<file path="src/rtl/spi_parallel_master_ctrl.sv">
`default_nettype none
// ============================================================================
// Module      : spi_parallel_master_ctrl
// Description : Master-side sequencer for the parallel-lane SPI link
//               (CPOL=0, CPHA=0, one full NB_BITS word per SCLK period).
//               Runs bursts of 1..2^NB_LEN-1 words, drives CS/SCLK/MOSI,
//               captures MISO, and handshakes words with the host logic.
// Revision    : 1.0 - initial release
// ============================================================================
module spi_parallel_master_ctrl #(
  parameter int NB_BITS      = 32,
  parameter int NB_LEN       = 8,
  parameter int HALF_PERIOD  = 4,
  parameter int SETUP_CYCLES = 2
) (
  input  logic               i_clk,
  input  logic               i_rst,
  input  logic               i_start,
  input  logic [NB_LEN-1:0]  i_len,
  input  logic [NB_BITS-1:0] i_tx_data,
  input  logic               i_abort,
  input  logic [NB_BITS-1:0] i_MISO,
  output logic [NB_BITS-1:0] o_MOSI,
  output logic               o_SCLK,
  output logic               o_cs,
  output logic               o_tx_next,
  output logic [NB_BITS-1:0] o_rx_data,
  output logic               o_rx_valid,
  output logic               o_busy,
  output logic               o_done,
  output logic               o_aborted
);

  // Phase counter must hold the longer of the two phase durations.
  localparam int c_MAX_DUR = (HALF_PERIOD > SETUP_CYCLES) ? HALF_PERIOD : SETUP_CYCLES;
  localparam int c_CNT_W   = $clog2(c_MAX_DUR) + 1;

  localparam logic [c_CNT_W-1:0] c_SETUP_LAST = c_CNT_W'(SETUP_CYCLES - 1);
  localparam logic [c_CNT_W-1:0] c_HALF_LAST  = c_CNT_W'(HALF_PERIOD - 1);
  localparam logic [c_CNT_W-1:0] c_CNT_ONE    = c_CNT_W'(1);
  localparam logic [c_CNT_W-1:0] c_CNT_ZERO   = '0;
  localparam logic [NB_LEN-1:0]  c_ONE_WORD   = NB_LEN'(1);
  localparam logic [NB_LEN-1:0]  c_NO_WORDS   = '0;

  typedef enum logic [2:0] {
    ST_IDLE  = 3'd0,
    ST_SETUP = 3'd1,
    ST_HIGH  = 3'd2,
    ST_LOW   = 3'd3,
    ST_GAP   = 3'd4,
    ST_HOLD  = 3'd5
  } state_t;

  state_t               r_state;
  state_t               w_state_nxt;
  logic [c_CNT_W-1:0]   r_cnt;
  logic [c_CNT_W-1:0]   w_cnt_nxt;
  logic [NB_LEN-1:0]    r_words_left;
  logic [NB_LEN-1:0]    w_words_nxt;
  logic                 r_abt;
  logic                 w_abt_nxt;
  logic [NB_BITS-1:0]   r_mosi;
  logic [NB_BITS-1:0]   w_mosi_nxt;
  logic [NB_BITS-1:0]   r_rx_data;
  logic [NB_BITS-1:0]   w_rx_data_nxt;
  logic                 r_rx_valid;
  logic                 w_rx_valid_nxt;
  logic                 r_done;
  logic                 w_done_nxt;
  logic                 r_aborted;
  logic                 w_aborted_nxt;
  logic                 r_tx_next;
  logic                 w_tx_next_nxt;
  logic                 r_cs;
  logic                 r_sclk;
  logic                 r_busy;
  logic                 w_cnt_last;
  logic                 w_abort_ok;

  assign w_cnt_last = (r_cnt == c_CNT_ZERO);

  // State, counters, datapath and all outputs are registered here.
  always_ff @(posedge i_clk) begin
    if (i_rst) begin
      r_state      <= ST_IDLE;
      r_cnt        <= c_CNT_ZERO;
      r_words_left <= c_NO_WORDS;
      r_abt        <= 1'b0;
      r_mosi       <= '0;
      r_rx_data    <= '0;
      r_rx_valid   <= 1'b0;
      r_done       <= 1'b0;
      r_aborted    <= 1'b0;
      r_tx_next    <= 1'b0;
      r_cs         <= 1'b0;
      r_sclk       <= 1'b0;
      r_busy       <= 1'b0;
    end else begin
      r_state      <= w_state_nxt;
      r_cnt        <= w_cnt_nxt;
      r_words_left <= w_words_nxt;
      r_abt        <= w_abt_nxt;
      r_mosi       <= w_mosi_nxt;
      r_rx_data    <= w_rx_data_nxt;
      r_rx_valid   <= w_rx_valid_nxt;
      r_done       <= w_done_nxt;
      r_aborted    <= w_aborted_nxt;
      r_tx_next    <= w_tx_next_nxt;
      r_cs         <= (w_state_nxt != ST_IDLE);
      r_sclk       <= (w_state_nxt == ST_HIGH);
      r_busy       <= (w_state_nxt != ST_IDLE);
    end
  end

  // Next-state, phase timing, word bookkeeping and next output values.
  always_comb begin
    w_state_nxt    = r_state;
    w_cnt_nxt      = r_cnt;
    w_words_nxt    = r_words_left;
    w_abt_nxt      = r_abt;
    w_mosi_nxt     = r_mosi;
    w_rx_data_nxt  = r_rx_data;
    w_rx_valid_nxt = 1'b0;
    w_done_nxt     = 1'b0;
    w_aborted_nxt  = 1'b0;
    w_tx_next_nxt  = 1'b0;
    // Abort is honoured only while the link is actively sequencing.
    w_abort_ok     = i_abort;

    case (r_state)
      ST_IDLE: begin
        if (i_start && (i_len != c_NO_WORDS)) begin
          w_state_nxt = ST_SETUP;
          w_cnt_nxt   = c_SETUP_LAST;
          w_words_nxt = i_len;
          w_mosi_nxt  = i_tx_data;
          w_abt_nxt   = 1'b0;
        end
      end

      ST_SETUP, ST_GAP: begin
        if (w_abort_ok) begin
          w_state_nxt = ST_HOLD;
          w_cnt_nxt   = c_SETUP_LAST;
          w_abt_nxt   = 1'b1;
        end else if (w_cnt_last) begin
          w_state_nxt = ST_HIGH;
          w_cnt_nxt   = c_HALF_LAST;
        end else begin
          w_cnt_nxt   = r_cnt - c_CNT_ONE;
        end
      end

      ST_HIGH: begin
        if (w_abort_ok) begin
          w_state_nxt = ST_HOLD;
          w_cnt_nxt   = c_SETUP_LAST;
          w_abt_nxt   = 1'b1;
        end else if (w_cnt_last) begin
          w_state_nxt = ST_LOW;
          w_cnt_nxt   = c_HALF_LAST;
        end else begin
          w_cnt_nxt   = r_cnt - c_CNT_ONE;
        end
      end

      ST_LOW: begin
        if (w_abort_ok) begin
          // Abort beats the end-of-word capture and the next-word fetch.
          w_state_nxt = ST_HOLD;
          w_cnt_nxt   = c_SETUP_LAST;
          w_abt_nxt   = 1'b1;
        end else if (w_cnt_last) begin
          w_rx_data_nxt  = i_MISO;
          w_rx_valid_nxt = 1'b1;
          w_words_nxt    = r_words_left - c_ONE_WORD;
          w_cnt_nxt      = c_SETUP_LAST;
          if (r_words_left > c_ONE_WORD) begin
            w_mosi_nxt  = i_tx_data;
            w_state_nxt = ST_GAP;
          end else begin
            w_state_nxt = ST_HOLD;
          end
        end else begin
          w_cnt_nxt = r_cnt - c_CNT_ONE;
        end
      end

      ST_HOLD: begin
        if (w_cnt_last) begin
          w_state_nxt   = ST_IDLE;
          w_cnt_nxt     = c_CNT_ZERO;
          w_done_nxt    = 1'b1;
          w_aborted_nxt = r_abt;
        end else begin
          w_cnt_nxt = r_cnt - c_CNT_ONE;
        end
      end

      default: begin
        w_state_nxt = ST_IDLE;
        w_cnt_nxt   = c_CNT_ZERO;
      end
    endcase

    // Request the next word during the final LOW cycle of a non-final word;
    // HALF_PERIOD >= 2 guarantees this is only reached by counting down in LOW.
    w_tx_next_nxt = (w_state_nxt == ST_LOW) && (w_cnt_nxt == c_CNT_ZERO) &&
                    (r_words_left > c_ONE_WORD);
  end

  assign o_MOSI     = r_mosi;
  assign o_SCLK     = r_sclk;
  assign o_cs       = r_cs;
  assign o_tx_next  = r_tx_next;
  assign o_rx_data  = r_rx_data;
  assign o_rx_valid = r_rx_valid;
  assign o_busy     = r_busy;
  assign o_done     = r_done;
  assign o_aborted  = r_aborted;

endmodule
`default_nettype wire

</file>
<file path="config.mk">
export PLATFORM = sky130hd
export DESIGN_NAME = spi_parallel_master_ctrl
export DESIGN_NICKNAME = d
export VERILOG_FILES = /design/src/rtl/spi_parallel_master_ctrl.sv
export SDC_FILE = /design/constraint.sdc
export NUM_CORES = 1
export LEC_CHECK = 0
export CAP_MARGIN = 25
export CORE_ASPECT_RATIO = 1.25
export CORE_MARGIN = 4
export CORE_UTILIZATION = 40
export CTS_CLUSTER_DIAMETER = 100
export DETAILED_ROUTE_END_ITERATION = 7
export PLACE_DENSITY = 0.75
export SETUP_SLACK_MARGIN = 0.1
export SLEW_MARGIN = 20
export SYNTH_ARGS = -nofsm -noshare
export SYNTH_HDL_FRONTEND = slang
export SYNTH_SLANG_ARGS = --single-unit
</file>
<file path="constraint.sdc">
create_clock -name i_clk -period 2.9 [get_ports i_clk]
set_input_delay 0.58 -clock i_clk [delete_from_list [all_inputs] [get_ports i_clk]]
set_output_delay 0.58 -clock i_clk [all_outputs]
set_load 0.02 [all_outputs]
</file>
Word-level counts from Yosys, hierarchy flattened. Cells that the tools add are included. Widths: inputs -> output; s select.

Bits in registers: 85. Memory bits (read-only): 0. Word-level logic and storage cells: 81. Latch bits: 0. Output and inout port bits: 71. RAM bits: 0. Memories kept: 0.

Mux-type cells: 30. Bitwise operators: 4. $lt $le $gt $ge: 1. Shift operators: 0. $mul: 0. Equal/unequal tests: 12. Divide/modulo/power cells: 0. $add $sub $neg: 2. Reduce and logical (&&, ||, !) cells: 20.

Operator list (number): $mux 32 (4); $pmux 32 s2 (1); $mux 3 (14); $mux 8 (3); $pmux 8 s2 (1); $pmux 3 s5 (1); $eq 3x2->1 const B (4); $pmux 3 s4 (1); $logic_not 3->1 (3); $reduce_or 3->1 (3); $gt 8x1->1 const B (1); $ne 2x2->1 const B (4); $reduce_bool 8->1 (1); $sub 8x1->8 const B (1); $eq 3x3->1 const B (2); $reduce_and 3->1 (2); $reduce_and 5->1 (1); $mux 1 (4); $not 1->1 (4); $reduce_and 4->1 (1); $reduce_bool 2->1 (2); $reduce_or 2->1 (2); $reduce_or 4->1 (1); $eq 3x1->1 const B (1); 5 further kinds (7).

Logic depth before layout (Yosys ltp).
Depth in word-level cells: 8. Depth in mapped cells: 7. Gate-level depth less buffers: 7.

Worst setup path after synthesis. Ideal clock, no wire load.

Path type: in2reg. Start point: in i_len[4]. End point: reg r_mosi[23] (netlist: o_MOSI[23]). Arrival time: 1.942 ns. Cell stages on the path: 6. Data required time: 2.830 ns. Path slack: 0.888 ns. Path through: or4_4 > o211ai_4 > a21boi_4 > buf_4 > nand2_1 > a21oi_1.

Cells in the longest elaborated chain, start to end: 4.

RTL lines: start: declaration (RTL line 19) `input logic [NB_LEN-1:0] i_len,`; $reduce_bool 8->1 (RTL line 132) `if (i_start && (i_len != c_NO_WORDS)) begin`; $logic_and 1x1->1 (RTL line 132); $ne 2x2->1 (no source line); $reduce_and 5->1 (no source line); end signal: assignment (RTL line 103) `r_mosi <= w_mosi_nxt;`; end: declaration (RTL line 62) `logic [NB_BITS-1:0] r_mosi;`.

Every way passes these cells. A chain may end at the register's enable or synchronous reset.

Worst setup path in the final report.
Start point: in i_len[4]. End point: reg r_mosi[0] (netlist: o_MOSI[0]).

Same word-level chain as after synthesis.

==> impl_metrics.tcl <==
set metrics [dict create \
    wl_per_cell_microns 14.7 \
    critPathLaunchType "primary input" \
    route.vias.total 3473 \
    yosys-top-cells-area "dfxtp_1 (49%), nand2_1 (16%), a21oi_1 (11%), clkbuf_1 (2.2%), nor2_1 (1.7%)" \
    worstPathMaxFanout 32 \
    core_area_sq_um 8330 \
    peakVddDrop_v 0.000359 \
    finalHoldViolations 0 \
    dieArea_sq_um 10200 \
    grt_max_degree 40 \
    relSlewSlack_pct 55.8 \
    rsz0062_at_grt "no" \
    gp_congestion 0.954 \
    slew_violations 0 \
    synth_seq_cells 85 \
    critPathTopFamily "compound AO/OA/AOI/OAI gates" \
    clockBufferDepth 2 \
    synth_enable_flop_cells 0 \
    grt_pass1_vias 3496 \
    setup_violations 0 \
    finalSetupTns_ns 0 \
    antenna_cells 0 \
    port_buffers 146 \
    syn-cell-area_sq_um 3460 \
    multiInputGateArea_sq_um 1600 \
    cp_slowest_cell "or4_4" \
    synth_top_area_cell "dfxtp_1" \
    cts_setup_buffers 0 \
    grt_pass1_wl_microns 16200 \
    die_width_microns 91.2 \
    clock-sinks 85 \
    path_cells "clkdlybuf4s50_1 -> or4_4 -> o211ai_4 -> a21boi_4 -> buf_12 -> nand2_1 -> a21oi_1" \
    clkLatencyLatePin_ns 0.36 \
    row_count 37 \
    period_share_pct 76.9 \
    stdcell_count 675 \
    wl_microns 9960 \
    root_buffer "clkbuf_8" \
    required_ns 3.19 \
    finClkSkew_ns 0.00671 \
    vias_per_cell 5.15 \
    path_clk_slew_ns 0.09 \
    drcViolationCount 0 \
    ios 147 \
    arrival_ns 2.52 \
    fmax_mhz 448 \
    synthFlopType "dfxtp_1" \
    cts-buffers-inserted 9 \
    cp-end-kind "flop" \
    grtUsageTotal_pct 19.5 \
    final_nets 652 \
    dr.pass1.iters 4 \
    start_util_pct 41.5 \
    synth_nets 518 \
    drt-initial-drc-count 207 \
    crit_buf_inv 2 \
    hp-class "reg2reg" \
    ff_latch_area_sq_um 1700 \
    drv_cap 0 \
    antenna_left 0 \
    critPathKind "in2reg" \
    ys_types 52 \
    cts_tree "built" \
    htreeDepth 3 \
    async_flop_share_pct 0 \
    cts_hold_buf 0 \
    syn_inst 440 \
    avgSynthCellArea_sq_um 7.87 \
    syn_to_final_growth_pct 49.3 \
    ys_warn_count 0 \
    power.density_nw_per_um2 677 \
    p_leak_uw 0.00185 \
    overflow 0 \
    dieHeight_microns 112 \
    ys_seq_area_share_pct 49.2 \
    ctsResizeCount 0 \
    period_needed_ns 2.23 \
    hpwl_microns 7210 \
    status "complete, no violations" \
    drive_gt1_share_pct 6.40 \
    worst_pin_slew_ns 0.653 \
    worst_path_largest_cell_delay_ns 0.57 \
    dp_cells 660 \
    power.total_uw 3500 \
    fillers 703 \
    antenna_found_initial 0 \
    synth_top_area_share_pct 49.2 \
]
==> cell usage in the layout, fill, tap and decap left out, drive strengths merged, types with 3 or more instances in the layout <==
| cell type | n |
|---|---|
| nand2 | 147 |
| clkdlybuf4s50 | 145 |
| dfxtp | 85 |
| a21oi | 77 |
| nor2 | 16 |
| o21ai | 16 |
| clkbuf | 10 |
| buf | 9 |
| nor3 | 8 |
| inv | 6 |
| nand2b | 4 |
| or3 | 3 |
| nor4 | 3 |
| nor2b | 3 |
| or4 | 3 |
| a211oi | 3 |
| and2 | 3 |
==> cell usage after synthesis (2+ instances only) <==
cell	instances
a211oi_1	2
a21oi_1	77
a221oi_1	2
a22o_1	2
a31oi_1	2
and2_1	2
and3_1	2
buf_2	6
buf_4	4
clkbuf_1	20
dfxtp_1	85
ha_1	2
inv_1	4
nand2_1	146
nand2b_1	4
nand3_1	2
nor2_1	16
nor2b_1	3
nor3_1	6
nor4_1	3
o21ai_0	6
o21ai_1	10
or3_1	3
or4_4	2
xnor2_1	2
==> final cells by class <==
cell class / count / area share [%]
clock buffer: 10 / 2.66
tap: 97 / 2.35
timing repair buffer: 154 / 29.6
inverter: 5 / 0.363
sequential: 85 / 32.9
clock inverter: 5 / 1.14
multi-input combinational: 319 / 31.0
==> worst reg2reg max path: stages (launching register included) <==
cell       delay [ns]
dfxtp_1          0.41
inv_1            0.09
ha_1             0.26
o211ai_1         0.50
o2bb2ai_2        0.17
buf_4            0.33
nand2_1          0.11
a21oi_1          0.16
==> sequential cells by signal, indices dropped and copies added (netlist names) <==
name and cells:
o_rx_data 32, r_cnt 3, o_aborted 1, r_abt 1, r_words_left 8, r_state 3, o_MOSI 32, o_rx_valid 1
o_done 1, o_busy 1, o_tx_next 1, o_SCLK 1
==> power by group <==
part | switching, uW | internal (uW) | total (uW)
clock network | 420 | 418 | 838
registers | 139 | 1310 | 1450
logic | 665 | 545 | 1210
==> stage by stage <==
| stage | area (sq um) | hold slack [ns] | util [%] | setup WS, ns |
|---|---|---|---|---|
| finish | 5170 | 0.453 | 62.0 | 0.669 |
| global route | 5170 | 0.472 | 62.0 | 0.576 |
| CTS | 5170 | 0.455 | 62.0 | 0.671 |
| detailed placement | 4970 | 0.444 | 59.7 | 0.288 |
| global placement | 4970 | 0.438 | 59.7 | 0.343 |
| floorplan | 3460 | 0.431 | - | 0.888 |
==> worst paths after layout <==
| path | slack (ns) | startpoint | depth (start not counted) | end |
|---|---|---|---|---|
| setup / recovery | 0.67 | i_len[4] | 7 | o_MOSI[0] |
| hold reg to reg | 0.45 | o_MOSI[30] | 2 | o_MOSI[30] |
| setup reg to reg | 0.79 | r_words_left[0] | 7 | o_MOSI[24] |
| hold / removal | 0.45 | o_MOSI[30] | 2 | o_MOSI[30] |
==> layer usage <==
layer / vias up / track usage, % / part of all wire, %
met3: 23 / 8.98 / 11
met5: - / 0 / 0
met1: 1554 / 20.5 / 38
li1: 1741 / - / -
met4: 0 / 8.85 / 2.4
met2: 155 / 33.1 / 48
==> cells by family after synthesis <==
group,Yosys count,share of synthesized area [%]
mux,1,0.289
xor+xnor,2,0.506
fa+ha+maj,2,0.723
compound gates,115,19.7
buf+inv,36,4.55
simple gates,199,25.1
flops,85,49.2
No activity file was read; power rests on OpenSTA's default activity.
